[src/rtl/stack_ctrl.sv]
// Operand-stack sequencer for an 8-entry register file: one opcode per 2 cycles.
// state | meaning: IDLE = accept opcode, EXEC = apply latched op against depth.
module stack_ctrl #(
  parameter int DATA_W = 8,
  parameter int DEPTH  = 8,
  parameter int SEL_W  = 3
) (
  input  logic              i_clock,
  input  logic              i_reset,
  input  logic              i_op_valid,
  output logic              o_op_ready,
  input  logic [2:0]        i_op_code,
  input  logic [DATA_W-1:0] i_op_imm,
  input  logic              i_clr_err,
  output logic [SEL_W-1:0]  o_rf_re_sel_a,
  output logic [SEL_W-1:0]  o_rf_re_sel_b,
  input  logic [DATA_W-1:0] i_rf_re_data_a,
  input  logic [DATA_W-1:0] i_rf_re_data_b,
  output logic [SEL_W-1:0]  o_rf_wr_sel_a,
  output logic [SEL_W-1:0]  o_rf_wr_sel_b,
  output logic [DATA_W-1:0] o_rf_wr_data_a,
  output logic [DATA_W-1:0] o_rf_wr_data_b,
  output logic              o_rf_wr_en_a,
  output logic              o_rf_wr_en_b,
  output logic [SEL_W:0]    o_depth,
  output logic [DATA_W-1:0] o_tos_data,
  output logic              o_tos_valid,
  output logic [DATA_W-1:0] o_pop_data,
  output logic              o_pop_valid,
  output logic              o_err_ovf,
  output logic              o_err_udf
);

  typedef enum logic {ST_IDLE, ST_EXEC} state_t;
  typedef enum logic [2:0] {
    OP_NOP, OP_PUSH, OP_POP, OP_DUP, OP_SWAP, OP_ADD, OP_SUB, OP_AND
  } op_t;

  localparam logic [SEL_W:0] FULL = (SEL_W+1)'(DEPTH);
  localparam logic [SEL_W:0] ONE  = (SEL_W+1)'(1);
  localparam logic [SEL_W:0] TWO  = (SEL_W+1)'(2);

  state_t              r_state, w_state_nxt;
  op_t                 r_op;
  logic [DATA_W-1:0]   r_imm;
  logic [SEL_W:0]      r_depth, w_depth_nxt;
  logic [DATA_W-1:0]   r_pop_data;
  logic                r_pop_valid;
  logic                r_err_ovf, r_err_udf;

  logic [SEL_W-1:0]    w_sel_a, w_sel_b;
  logic [DATA_W-1:0]   w_tos, w_nos, w_alu;
  logic                w_we_a, w_we_b;
  logic [SEL_W-1:0]    w_ws_a;
  logic [DATA_W-1:0]   w_wd_a;
  logic                w_set_ovf, w_set_udf, w_pop;

  // Wrapped selects at depth 0/1 are never consumed by a legal op.
  assign w_sel_a = r_depth[SEL_W-1:0] - SEL_W'(1);
  assign w_sel_b = r_depth[SEL_W-1:0] - SEL_W'(2);
  assign w_tos   = i_rf_re_data_a;
  assign w_nos   = i_rf_re_data_b;

  always_comb begin
    w_alu = w_nos & w_tos;
    case (r_op)
      OP_ADD:  w_alu = w_nos + w_tos;
      OP_SUB:  w_alu = w_nos - w_tos;
      default: w_alu = w_nos & w_tos;
    endcase
  end

  always_comb begin
    w_state_nxt = r_state;
    w_depth_nxt = r_depth;
    w_we_a      = 1'b0;
    w_we_b      = 1'b0;
    w_ws_a      = r_depth[SEL_W-1:0];
    w_wd_a      = r_imm;
    w_set_ovf   = 1'b0;
    w_set_udf   = 1'b0;
    w_pop       = 1'b0;
    case (r_state)
      ST_IDLE: if (i_op_valid) w_state_nxt = ST_EXEC;
      ST_EXEC: begin
        w_state_nxt = ST_IDLE;
        case (r_op)
          OP_NOP: ;
          OP_PUSH: begin
            if (r_depth < FULL) begin
              w_we_a      = 1'b1;
              w_depth_nxt = r_depth + ONE;
            end else w_set_ovf = 1'b1;
          end
          OP_POP: begin
            if (r_depth != '0) begin
              w_pop       = 1'b1;
              w_depth_nxt = r_depth - ONE;
            end else w_set_udf = 1'b1;
          end
          OP_DUP: begin
            if (r_depth == '0) w_set_udf = 1'b1;
            else if (r_depth == FULL) w_set_ovf = 1'b1;
            else begin
              w_we_a      = 1'b1;
              w_wd_a      = w_tos;
              w_depth_nxt = r_depth + ONE;
            end
          end
          OP_SWAP: begin
            if (r_depth >= TWO) begin
              w_we_a = 1'b1;
              w_we_b = 1'b1;
              w_ws_a = w_sel_a;
              w_wd_a = w_nos;
            end else w_set_udf = 1'b1;
          end
          default: begin
            if (r_depth >= TWO) begin
              w_we_a      = 1'b1;
              w_ws_a      = w_sel_b;
              w_wd_a      = w_alu;
              w_depth_nxt = r_depth - ONE;
            end else w_set_udf = 1'b1;
          end
        endcase
      end
      default: w_state_nxt = ST_IDLE;
    endcase
  end

  always_ff @(posedge i_clock) begin
    if (i_reset) begin
      r_state     <= ST_IDLE;
      r_op        <= OP_NOP;
      r_imm       <= '0;
      r_depth     <= '0;
      r_pop_data  <= '0;
      r_pop_valid <= 1'b0;
      r_err_ovf   <= 1'b0;
      r_err_udf   <= 1'b0;
    end else begin
      r_state     <= w_state_nxt;
      r_depth     <= w_depth_nxt;
      r_pop_valid <= w_pop;
      if (w_pop) r_pop_data <= w_tos;
      if (r_state == ST_IDLE && i_op_valid) begin
        r_op  <= op_t'(i_op_code);
        r_imm <= i_op_imm;
      end
      // A new error in the same cycle as a clear wins.
      r_err_ovf <= (r_err_ovf & ~i_clr_err) | w_set_ovf;
      r_err_udf <= (r_err_udf & ~i_clr_err) | w_set_udf;
    end
  end

  assign o_op_ready     = (r_state == ST_IDLE);
  assign o_rf_re_sel_a  = w_sel_a;
  assign o_rf_re_sel_b  = w_sel_b;
  assign o_rf_wr_sel_a  = w_ws_a;
  assign o_rf_wr_sel_b  = w_sel_b;
  assign o_rf_wr_data_a = w_wd_a;
  assign o_rf_wr_data_b = w_tos;
  assign o_rf_wr_en_a   = w_we_a & ~i_reset;
  assign o_rf_wr_en_b   = w_we_b & ~i_reset;
  assign o_depth        = r_depth;
  assign o_tos_data     = i_rf_re_data_a;
  assign o_tos_valid    = (r_depth != '0);
  assign o_pop_data     = r_pop_data;
  assign o_pop_valid    = r_pop_valid;
  assign o_err_ovf      = r_err_ovf;
  assign o_err_udf      = r_err_udf;

endmodule

[config.mk]
export PLATFORM = sky130hd
export DESIGN_NAME = stack_ctrl
export DESIGN_NICKNAME = d
export VERILOG_FILES = /design/src/rtl/stack_ctrl.sv
export SDC_FILE = /design/constraint.sdc
export NUM_CORES = 1
export LEC_CHECK = 0
export CORE_ASPECT_RATIO = 0.8
export CORE_MARGIN = 2
export CORE_UTILIZATION = 30
export DETAILED_ROUTE_END_ITERATION = 10
export MAX_ROUTING_LAYER = met4
export PLACE_DENSITY = 0.57
export SLEW_MARGIN = 15
export SYNTH_ARGS = -nofsm -noshare
export SYNTH_HDL_FRONTEND = slang
export SYNTH_SLANG_ARGS = --single-unit
[constraint.sdc]
create_clock -name i_clock -period 12.4 [get_ports i_clock]
set_input_delay 3.1 -clock i_clock [delete_from_list [all_inputs] [get_ports i_clock]]
set_output_delay 3.1 -clock i_clock [all_outputs]
set_load 0.03 [all_outputs]
==> flow_metrics.tcl, run 1 <==
set metrics [dict create \
    outcome "completed" \
    power_density_mw_per_mm2 78.49 \
    start_util_pct 30.64 \
    synthFlopType "dfxtp_1" \
    seq_area_um2 540.5 \
    fin_setup_tns_ps 0 \
    synthAdderAreaFrac_pct 8.402 \
    die_width_um 104.3 \
    clk_pin_slew_ps 80 \
    synthSimpleGateAreaFrac_pct 22.20 \
    use_met3_pct 1.398 \
    netlist.area_leader.share_pct 22.41 \
    grt_max_degree 30 \
    arrival_ps 6570 \
    synth.cell_area_mm2 0.002412 \
    synthToLayoutAreaGrowth_pct 34.13 \
    max-slew-margin-rel_pct 43.69 \
    fmax_mhz 103.4 \
    cp-end-kind "output pin" \
    clock_skew_ps 3.685 \
    first_pass_iters 4 \
    syn_avg_cell_area_um2 7.310 \
    synth-compound-area-share_pct 23.50 \
    path_class "input port to output pin" \
    htree_levels 1 \
    layout_common_cells "clkdlybuf4s50_1, nand2_1, nor2_1, a21oi_1, dfxtp_1" \
    grt-busiest-layer "met1" \
    dp_slack_ps 2755 \
    finalCritPeriodShare_pct 77.97 \
    synth_edf_count 0 \
    yosys_warnings 0 \
    via_count 2445 \
    fp.dieArea_mm2 0.008779 \
    synthTopCellsByArea "dfxtp_1, a21oi_1, nand2_1" \
    route.detailed.drc 0 \
    grt_pass1_vias 2157 \
    total_power_uw 254.0 \
    ys_ff_latch 27 \
    drive_gt1_share_pct 4.416 \
    antennaDiodeCount 0 \
    first_iter_violations 144 \
    cts_hold_buf 0 \
    port_buffers 85 \
    setup_viol 0 \
    final_common_cell "clkdlybuf4s50_1" \
    min_path_type "register to register" \
    worstPathMaxFanout 7 \
    wl_per_cell_um 14.60 \
    nets 432 \
    cts_buffer_depth 2 \
    ant_nets 0 \
    globalRouteOverflowTotal 0 \
    cts_tree "yes" \
    grt_pass1_wl_um 11300 \
    worst_pin_slew_ps 844.7 \
    core_area_mm2 0.007874 \
    grt_util_met1_pct 24.69 \
    drv_cap 0 \
    synth.distinct_cells 54 \
    die_y_um 84.21 \
    cts_made_buffers 3 \
    ctsRootBufferMaster "clkbuf_8" \
    yosys-mux-area-fraction_pct 5.031 \
    cp.required_ps 9300 \
    peakVddDrop_mv 0.03997 \
    synth_xor_area_share_pct 6.535 \
    grt_util_met2_pct 23.27 \
    hpwl_um 5653 \
    power.leakage_uw 0.001253 \
    post_cts_resized 0 \
    yosysTopAreaCell "dfxtp_1" \
    drt-total-wl_um 7196 \
    postLayoutSetupSlackWorst_ps 2731 \
    async_flop_share_pct 0 \
    n_fill_cell 856 \
    drv_slew 0 \
    num_io_pins 86 \
    clk_latency_ps 270 \
    antenna_found_initial 0 \
    gr-usage-all-layers_pct 16.28 \
    rows 29 \
    finalCriticalPeriod_ps 9669 \
    startpoint_type "input port" \
    cts_setup_buffers 0 \
    hold_viol_final 0 \
    syn_inst 330 \
    finalWeightedCongestion 0.8490 \
    synth_top_family_by_area "compound AO/OA/AOI/OAI gates" \
    numClockSinks 27 \
    seq_area_frac_synth_pct 22.41 \
    synth_nets 376 \
    vias_per_cell 4.959 \
    rsz0062_at_grt "false" \
    multi_input_area_mm2 0.001584 \
]
## kinds of logic after synthesis
logic type	after synthesis
AOI/OAI and AO/OA	89
buffers and inverters	53
DFF	27
and+or+nand+nor	116
muxes	12
xor gates and xnor gates	18
adders and majority gates	15
## routing by layer
metal | wire, µm | up-vias
li1 | - | 1238
met1 | 3692 | 1128
met2 | 3095 | 72
met3 | 338 | 7
met4 | 70 | 0
met5 | 0 | -
## through the flow
step / std cells / hold WS [ps] / utilization, % / instance area [µm²]
floorplan: 330 / 436.0 / - / 2412
global placement: 489 / 447.6 / 40.51 / 3189
detailed placement: 489 / 451.7 / 40.51 / 3189
CTS: 493 / 465.0 / 41.09 / 3236
global route: 493 / 492.0 / 41.09 / 3236
finish: 493 / 461.1 / 41.09 / 3236
## critical path: stages
cell and delay [ps]:
clkdlybuf4s50_1 560, nor3_1 320, nor2_1 100, xnor2_1 150, ha_1 350, a21o_1 200, a2111oi_2 360, a21oi_1 130
xor2_1 200, nor4_1 190, a311oi_1 80, a21oi_1 140, clkdlybuf4s50_1 680
## state kept, by name, summed over array words and instances, names as in the netlist
register	flops
o_depth	4
o_err_udf	1
o_pop_valid	1
o_pop_data	8
r_state	1
r_imm	8
r_op	3
o_err_ovf	1
## synthesized netlist by cell type (5+ instances only)
library cell and n:
nand2_1 45, a21oi_1 35, nor2_1 35, dfxtp_1 27, buf_4 20, o21ai_0 20
inv_1 16, xnor2_1 14, ha_1 13, mux2i_1 11, clkbuf_1 9, nor2b_1 9
nor3_1 5
## power by group
part           leakage [µW]  switching (µW)  internal [µW]
clock network     0.0000255            26.1           22.5
logic               0.00101            61.4           48.1
registers          0.000220            6.27           89.6
## final timing paths
kind / to / from / slack (ps) / depth (start not counted)
hold reg to reg: r_imm[1] / r_imm[1] / 460 / 2
hold / removal: r_imm[1] / r_imm[1] / 460 / 2
setup / recovery: o_rf_wr_data_a[7] / i_rf_re_data_a[2] / 2730 / 13
setup reg to reg: o_depth[3] / o_depth[2] / 9840 / 8
## area by class of cell
class | instances | share of cell area, %
clock buffer | 3 | 1.276
clock inverter | 1 | 0.1547
inverter | 17 | 1.972
multi-input combinational | 250 | 48.96
sequential | 27 | 16.71
tap | 108 | 4.176
timing repair buffer | 87 | 26.76
No activity file was read; power rests on OpenSTA's default activity.
==> inputs of run 2 (changes only) <==
--- a/config.mk
+++ b/config.mk
@@ -10,7 +10,7 @@
 export CORE_UTILIZATION = 30
 export DETAILED_ROUTE_END_ITERATION = 10
 export MAX_ROUTING_LAYER = met4
-export PLACE_DENSITY = 0.57
+export PLACE_DENSITY = 0.59
 export SLEW_MARGIN = 15
 export SYNTH_ARGS = -nofsm -noshare
 export SYNTH_HDL_FRONTEND = slang
==> constraint.sdc (replaced) <==
create_clock -name i_clock -period 8.34 [get_ports i_clock]
set_input_delay 2.085 -clock i_clock [delete_from_list [all_inputs] [get_ports i_clock]]
set_output_delay 2.085 -clock i_clock [all_outputs]
set_load 0.03 [all_outputs]
==> flow_metrics.tcl, run 2 (synthesized netlist as in run 1, its figures left out) <==
set metrics [dict create \
    power.leakage_uw 0.001258 \
    antennaDiodeCount 0 \
    n_fill_cell 857 \
    arrival_ps 5500 \
    startpoint_type "input port" \
    layout_common_cells "clkdlybuf4s50_1, nand2_1, nor2_1, a21oi_1, dfxtp_1" \
    final_common_cell "clkdlybuf4s50_1" \
    rsz0062_at_grt "false" \
    antenna_found_initial 0 \
    setup_viol 0 \
    core_area_mm2 0.007874 \
    wl_per_cell_um 14.54 \
    via_count 2441 \
    cp_slowest_cell "clkdlybuf4s50_1" \
    numClockSinks 27 \
    ant_nets 0 \
    grt_max_degree 30 \
    drv_slew 0 \
    grt_pass1_vias 2277 \
    nets 433 \
    htree_levels 1 \
    fmax_mhz 131.8 \
    postLayoutSetupSlackWorst_ps 750.2 \
    grt_pass1_wl_um 11640 \
    port_buffers 85 \
    dp_slack_ps 731.3 \
    fin_setup_tns_ps 0 \
    cp.required_ps 6260 \
    first_iter_violations 76 \
    clock_skew_ps 1.728 \
    synthToLayoutAreaGrowth_pct 34.44 \
    hpwl_um 5660 \
    slowest_delay_ps 680 \
    die_y_um 84.21 \
    gr-usage-all-layers_pct 16.62 \
    globalRouteOverflowTotal 0 \
    cts_tree "yes" \
    min_path_type "register to register" \
    start_util_pct 30.64 \
    finalCritPeriodShare_pct 91.00 \
    crit_family "buffers and inverters" \
    power_density_mw_per_mm2 115.7 \
    fp.dieArea_mm2 0.008779 \
    drive_gt1_share_pct 4.663 \
    finalWeightedCongestion 0.8424 \
    cts_made_buffers 3 \
    finalCriticalPeriod_ps 7590 \
    outcome "completed" \
    die_width_um 104.3 \
    worst_pin_slew_ps 878.6 \
    ctsRootBufferMaster "clkbuf_8" \
    hold_viol_final 0 \
    cp_num_buf_inv 2 \
    max-slew-margin-rel_pct 41.43 \
    clk_pin_slew_ps 80 \
    cp-end-kind "output pin" \
    cts_buffer_depth 2 \
    vias_per_cell 4.941 \
    drv_cap 0 \
    post_cts_resized 0 \
    path_class "input port to output pin" \
    cts_setup_buffers 0 \
    num_io_pins 86 \
    worstPathMaxFanout 7 \
    peakVddDrop_mv 0.06169 \
    cts_hold_buf 0 \
    drt-total-wl_um 7181 \
    route.detailed.drc 0 \
    crit_chain "clkdlybuf4s50_1 > nor3_1 > nor2_1 > xnor2_1 > ha_1 > a21o_1 > a2111oi_2 > a21oi_1 > xor2_1 > nor4_1 > a311oi_1 > a21oi_1 > clkdlybuf4s50_1" \
    first_pass_iters 4 \
    rows 29 \
    clk_latency_ps 260 \
]
## run 2: changes by cell type in the layout (fill, tap and decap cells not counted), sizes merged
cell,before,now
buf,2,3
## run 2: worst register-to-register path: stages (launching register included)
cell and delay [ps]:
dfxtp_1 610, inv_1 100, ha_1 240, a2111oi_4 850, a32o_1 330, nor4_4 90
nand2_1 100, xor2_1 160, nor2_1 60
## run 2: area by class of cell
type	count	area, µm²	share of cell area [%]
Sequential cell	27	540.5	16.67
Clock buffer	3	41.29	1.273
Inverter	17	63.81	1.968
Multi-Input combinational cell	250	1584	48.84
Clock inverter	1	5.005	0.1543
Tap cell	108	135.1	4.167
Timing Repair Buffer	88	873.3	26.93
## run 2: worst paths after layout
kind	startpoint	to	slack, ps	cells past startpoint
max reg2reg	o_depth[2]	o_depth[3]	5700	8
min	r_imm[5]	r_imm[5]	470	2
min reg2reg	r_imm[5]	r_imm[5]	470	2
max	i_rf_re_data_a[2]	o_rf_wr_data_a[7]	750	13
## run 2: per-stage QoR
| stage | util [%] | hold slack [ps] | cells | total power, µW | instance area, µm² |
|---|---|---|---|---|---|
| final | 41.19 | 467.4 | 494 | 375.3 | 3243 |
| after global routing | 41.19 | 493.5 | 494 | 399.5 | 3243 |
| after CTS | 41.19 | 465.5 | 494 | 378.8 | 3243 |
| after detailed placement | 40.60 | 453.6 | 490 | 307.9 | 3197 |
| after global placement | 40.60 | 452.1 | 490 | 307.4 | 3197 |
| after floorplan | - | 436.0 | 330 | 253.7 | 2412 |
## run 2: where the power goes
group	internal, µW	total (µW)	switching, µW
clock network	33.3	69.7	36.3
logic	71.9	163	91.1
registers	133	143	9.36
## run 2: per-layer routing
| metal | routed length, µm | vias up | GRT usage, % |
|---|---|---|---|
| met5 | 0 | - | - |
| met4 | 17 | 0 | 2.580 |
| met3 | 277 | 2 | 1.242 |
| met2 | 3138 | 73 | 24.88 |
| met1 | 3747 | 1135 | 24.84 |
| li1 | - | 1231 | - |
